$ cat src/rtl/xm_shift_pkg.sv
// rtl/xm_shift_pkg.sv - shared types for the X-Makina SRA/RRC shift sequencer
package xm_shift_pkg;

  typedef enum logic [1:0] {
    OP_SRA  = 2'd0,
    OP_RRC  = 2'd1,
    OP_PASS = 2'd2
  } shift_op_e;

  typedef enum logic [1:0] {
    ST_C = 2'd0,
    ST_Z = 2'd1,
    ST_N = 2'd2,
    ST_V = 2'd3
  } status_idx_e;

  typedef enum logic [1:0] {
    S_IDLE  = 2'd0,
    S_SHIFT = 2'd1,
    S_DONE  = 2'd2
  } seq_state_e;

  // Encodings 2 and 3 both mean pass, so only SRA/RRC do any stepping.
  function automatic logic is_shift_op(input logic [1:0] op);
    return (op == OP_SRA) || (op == OP_RRC);
  endfunction

endpackage

$ cat src/rtl/shift_step.sv
// rtl/shift_step.sv - combinational single-bit SRA/RRC step on word or low byte
module shift_step
  import xm_shift_pkg::*;
#(
  parameter int WORD = 16
) (
  input  shift_op_e        op,
  input  logic             byte_mode,
  input  logic [WORD-1:0]  w,
  input  logic             c_in,
  output logic [WORD-1:0]  w_next,
  output logic             c_out
);

  // Upper byte is carried through untouched in byte mode.
  always_comb begin
    w_next = w;
    c_out  = w[0];
    case (op)
      OP_SRA: begin
        if (byte_mode) w_next[7:0] = {w[7], w[7:1]};
        else           w_next      = {w[WORD-1], w[WORD-1:1]};
      end
      OP_RRC: begin
        if (byte_mode) w_next[7:0] = {c_in, w[7:1]};
        else           w_next      = {c_in, w[WORD-1:1]};
      end
      default: begin
        w_next = w;
        c_out  = c_in;
      end
    endcase
  end

endmodule

$ cat src/rtl/shift_sequencer.sv
// rtl/shift_sequencer.sv - one-bit-per-clock sequencer for multi-count SRA/RRC
module shift_sequencer
  import xm_shift_pkg::*;
#(
  parameter int WORD = 16
) (
  input  logic                      clk,
  input  logic                      rst,
  input  logic                      start,
  output logic                      ready,
  output logic                      busy,
  input  logic [1:0]                operation,
  input  logic                      byte_mode,
  input  logic [$clog2(WORD)-1:0]   shift,
  input  logic [WORD-1:0]           in,
  input  logic [3:0]                status_old,
  output logic [3:0]                status_new,
  output logic [WORD-1:0]           out,
  output logic                      done
);

  localparam int SW = $clog2(WORD);

  seq_state_e      state;
  logic [SW-1:0]   remaining;
  logic [WORD-1:0] w_q;
  logic            c_q;
  logic            v_q;
  logic            byte_q;
  shift_op_e       op_q;

  logic [WORD-1:0] w_next;
  logic            c_out;
  logic [3:0]      final_status;

  shift_step #(.WORD(WORD)) u_step (
    .op        (op_q),
    .byte_mode (byte_q),
    .w         (w_q),
    .c_in      (c_q),
    .w_next    (w_next),
    .c_out     (c_out)
  );

  // Status as it will read after the step that finishes the count.
  always_comb begin
    final_status       = '0;
    final_status[ST_C] = c_out;
    final_status[ST_Z] = byte_q ? (w_next[7:0] == 8'h00) : (w_next == '0);
    final_status[ST_N] = byte_q ? w_next[7] : w_next[WORD-1];
    final_status[ST_V] = v_q;
  end

  always_ff @(posedge clk or posedge rst) begin
    if (rst) begin
      state      <= S_IDLE;
      remaining  <= '0;
      w_q        <= '0;
      c_q        <= 1'b0;
      v_q        <= 1'b0;
      byte_q     <= 1'b0;
      op_q       <= OP_SRA;
      ready      <= 1'b1;
      busy       <= 1'b0;
      done       <= 1'b0;
      out        <= '0;
      status_new <= '0;
    end else begin
      case (state)
        S_IDLE: begin
          if (start) begin
            w_q       <= in;
            c_q       <= status_old[ST_C];
            v_q       <= status_old[ST_V];
            byte_q    <= byte_mode;
            remaining <= shift;
            ready     <= 1'b0;
            busy      <= 1'b1;
            // Zero count or pass resolves on the accept edge itself.
            if ((shift == '0) || !is_shift_op(operation)) begin
              op_q       <= OP_PASS;
              out        <= in;
              status_new <= status_old;
              done       <= 1'b1;
              state      <= S_DONE;
            end else begin
              op_q  <= shift_op_e'(operation);
              state <= S_SHIFT;
            end
          end
        end
        S_SHIFT: begin
          w_q       <= w_next;
          c_q       <= c_out;
          remaining <= remaining - SW'(1);
          if (remaining == SW'(1)) begin
            out        <= w_next;
            status_new <= final_status;
            done       <= 1'b1;
            state      <= S_DONE;
          end
        end
        S_DONE: begin
          done  <= 1'b0;
          ready <= 1'b1;
          busy  <= 1'b0;
          state <= S_IDLE;
        end
        default: state <= S_IDLE;
      endcase
    end
  end

endmodule

$ cat config.mk
export PLATFORM = sky130hd
export DESIGN_NAME = shift_sequencer
export DESIGN_NICKNAME = d
export VERILOG_FILES = /design/src/rtl/xm_shift_pkg.sv /design/src/rtl/shift_step.sv /design/src/rtl/shift_sequencer.sv
export SDC_FILE = /design/constraint.sdc
export NUM_CORES = 1
export LEC_CHECK = 0
export CORE_MARGIN = 2
export CORE_UTILIZATION = 51
export CTS_CLUSTER_DIAMETER = 150
export DETAILED_ROUTE_END_ITERATION = 8
export MAX_ROUTING_LAYER = met4
export PLACE_DENSITY = 0.78
export RECOVER_POWER = 50
export SETUP_SLACK_MARGIN = 0.02
export SLEW_MARGIN = 30
export SYNTH_ARGS = -nofsm -noshare
export SYNTH_HDL_FRONTEND = slang
export SYNTH_HIERARCHICAL = 1
export SYNTH_SLANG_ARGS = --single-unit
$ cat constraint.sdc
create_clock -name clk -period 2.4 [get_ports clk]
set_input_delay 0.24 -clock clk [delete_from_list [all_inputs] [get_ports clk]]
set_output_delay 0.24 -clock clk [all_outputs]
set_load 0.02 [all_outputs]
==> qor.log <==
[logic_synthesis] count of unique library cells instantiated by Yosys 38
[cells_and_area] diode insertion count for antenna repair 0
[drt] count of nets left with antenna violations after detail routing 0
[cts] number of hold-repair buffers added at the cts stage 0
[setup_path] data required time at the worst endpoint 2.65 ns
[power] IR drop worst, VDD 0.0006340 V
[setup_path] arrival time worst endpoint 2.27 ns
[cells_and_area] most common library cell in the layout ignoring fill and taps dfrtp_1
[cells_and_area] count of filler cells inserted in the layout 440
[cells_and_area] Multi-input gate area 1204 µm²
[die] height of the die 75.45 µm
[cts] clock tree sinks 50
[die] overall die width 75.45 µm
[setup_path] Bufs and invs on worst path 0
[grt] total global-route track usage 22.33%
[grt] total global routing overflow 0
[die] initial core utilization 51.97%
[cts] clk root buf clkbuf_8
[place] half-perimeter wire length of the detailed placement result 3975 µm
[logic_synthesis] dominant synthesized flop cell dfrtp_1
[drt] detailed-route wire length per cell 15.41 µm
[logic_synthesis] cell types occupying the most area after synthesis dfrtp_1 (47%), mux2_2 (12%), mux2_4 (6.9%), nand2_1 (6.3%), mux2i_1 (6.2%)
[grt] via count of the first global-routing pass 2008
[logic_synthesis] mean instance size in the synthesized netlist 10.99 µm²
[sta] Slew HR 46.11%
[drt] violation count after the first detailed-routing iteration 107
[power] Tot Pwr 4729 µW
[cts] cts bufs inserted 5
[setup_path] CP max-delay cell dfrtp_1
[cells_and_area] combined flip-flop and latch cell area 1252 µm²
[cts] clock input transition at the sequential cells of the worst setup and hold paths 0.10 ns
[drt] remaining design rule violation count 0
[setup_path] number of cells on the critical path 6
[sta] Setup TNS 0 ns
[drt] total number of vias 1897
[logic_synthesis] area share of the largest cell type after synthesis 47.09%
[sta] transition time at the pin with the least slew margin 0.8084 ns
[grt] initial antenna violation count 0
[cells_and_area] Area Growth Syn to Fin 26.14%
[logic_synthesis] sequential-to-total area share from yosys stat 48.10%
[place] count of buffers from port buffering 52
[logic_synthesis] number of flops mapped to enable cells by yosys 0
[die] standard-cell row count 26
[grt] largest net degree at the start of global routing 29
[run_status] run status completed
[sta] final clock period utilization by the worst path 84.00%
[sta] final-report max-slew violation count 0
[setup_path] capturing element type of the critical path flop
[power] Pleak 0.001462 µW
[grt] first-pass GRT wire length 9397 µm
[setup_path] critical path peak fanout 9
[power] total power density per cell area 1440 nW/µm²
[cts] total setup buffers inserted after CTS 0
[cts] cts repair resizes 0
[setup_path] cell-by-cell trace of the critical path nor2_4, mux2_2, nor4_1, a21oi_1, o21ai_0, mux2_4
[die] io pins 53
[cells_and_area] highest-count cells in the layout ignoring fill and taps dfrtp_1 (49), clkdlybuf4s50_1 (46), nand2_1 (44)
[setup_path] biggest cell delay along the critical path 0.47 ns
[sta] time the worst path needs with I/O delays and setup 2.016 ns
[sta] final hold slack 0.4770 ns
[logic_synthesis] post-synthesis instance area 2604 µm²
[logic_synthesis] synthesis warning total 6
[sta] final clock skew 0.009656 ns
[cts] latest clock arrival within the worst-skew pair 0.31 ns
[place] RD Place Congestion 0.8932
[logic_synthesis] fraction of registers with async set/reset 100.0%
[flow_run] max-cap violations 0
[cts] TritonCTS clock tree built
[die] area of the placeable core 5010 µm²
[setup_path] cell class contributing the biggest share of worst-path delay simple AND/OR/NAND/NOR gates
[cells_and_area] number of nets in the finished design 325
[setup_path] number of cells traversed by the worst register-to-register path 6
[logic_synthesis] cell count after synthesis 237
[logic_synthesis] cell taking the most area after synthesis dfrtp_1
[drt] vias per std cell 5.212
[cells_and_area] share of layout cells above drive strength 1 21.09%
[sta] Max Clock Freq 0.4960 GHz
[sta] number of endpoints with negative hold slack in the final report 0
[setup_path] category of the critical setup timing path flop to flop
[worst_hold_path] worst min-delay path category primary input to asynchronous set/reset pin
[logic_synthesis] Post-Synthesis Net Count 269
[sta] unrepaired setup endpoints after global routing false
[sta] total setup violations reported at the end of the flow 0
[logic_synthesis] register bit total from synthesis 50
[drt] DRT Wirelength 5609 µm
[setup_path] Worst setup SP type flop
[cts] count of H-tree levels built during CTS 2
[drt] number of iterations in the first detailed-routing pass 4
[cts] clock tree buffer depth 2
[die] Die Outline Area 5693 µm²
## registers in the layout, indices dropped and copies added, names as in the netlist
name / count
busy: 1
byte_q: 1
c_q: 1
done: 1
op_q: 2
out: 16
ready: 1
remaining: 4
state: 2
status_new: 4
v_q: 1
w_q: 16
## stage by stage
step	std cells	util (%)	cell area, µm²	worst slack (ns)
after detailed placement	356	64.11	3212	0.2752
after global routing	364	65.56	3284	0.3206
after global placement	356	64.11	3212	0.2962
final	364	65.56	3284	0.3840
after floorplan	237	-	2604	0.6780
after CTS	364	66.01	3307	0.3892
## synth_stat cells, types with 2 or more instances
cell	count
buf_6	4
nand3_1	5
nor2_1	8
nand2_1	44
clkbuf_1	3
buf_2	4
inv_1	15
nor4_1	4
nand2b_1	2
dfrtp_1	49
mux2_2	27
mux2i_1	16
o21ai_0	13
a21oi_1	7
ha_1	2
mux2_4	12
## kinds of logic after synthesis
group                      count (synthesis)  synth area share, %
DFF                                       50                48.10
and+or+nand+nor                           71                12.88
muxes                                     56                25.18
buffers and inverters                     27                5.237
adders and majority gates                  2               0.9609
AOI/OAI and AO/OA                         31                7.641
## worst paths after layout
check | startpoint | end | slack, ns
worst max-delay path | byte_q | status_new[1] | 0.38
worst min-delay path | rst | status_new[0] | 0.48
worst max register to register | byte_q | status_new[1] | 0.38
worst min register to register | w_q[0] | w_q[0] | 0.51
max in group asynchronous | rst | w_q[5] | 0.76
min in group clk | w_q[0] | w_q[0] | 0.51
## power breakdown
part / switching, µW / leakage, µW / internal [µW]
registers: 334 / 0.000596 / 1280
clock network: 284 / 0.0000472 / 232
logic: 1280 / 0.000819 / 1320
## layer usage
layer	up-vias	GRT usage, %	routed length, µm
li1	921	-	-
met1	931	30.42	2604
met2	39	34.78	2762
met3	6	3.571	174
met4	0	6.433	68
met5	-	-	0
## area by class of cell
cell class	count	area share [%]
Tap cell	70	2.667
Sequential cell	50	38.13
Timing Repair Buffer	60	17.83
Multi-Input combinational cell	160	36.65
Clock inverter	2	0.3810
Inverter	16	1.829
Clock buffer	6	2.514
(Power assumes the default switching activity.)
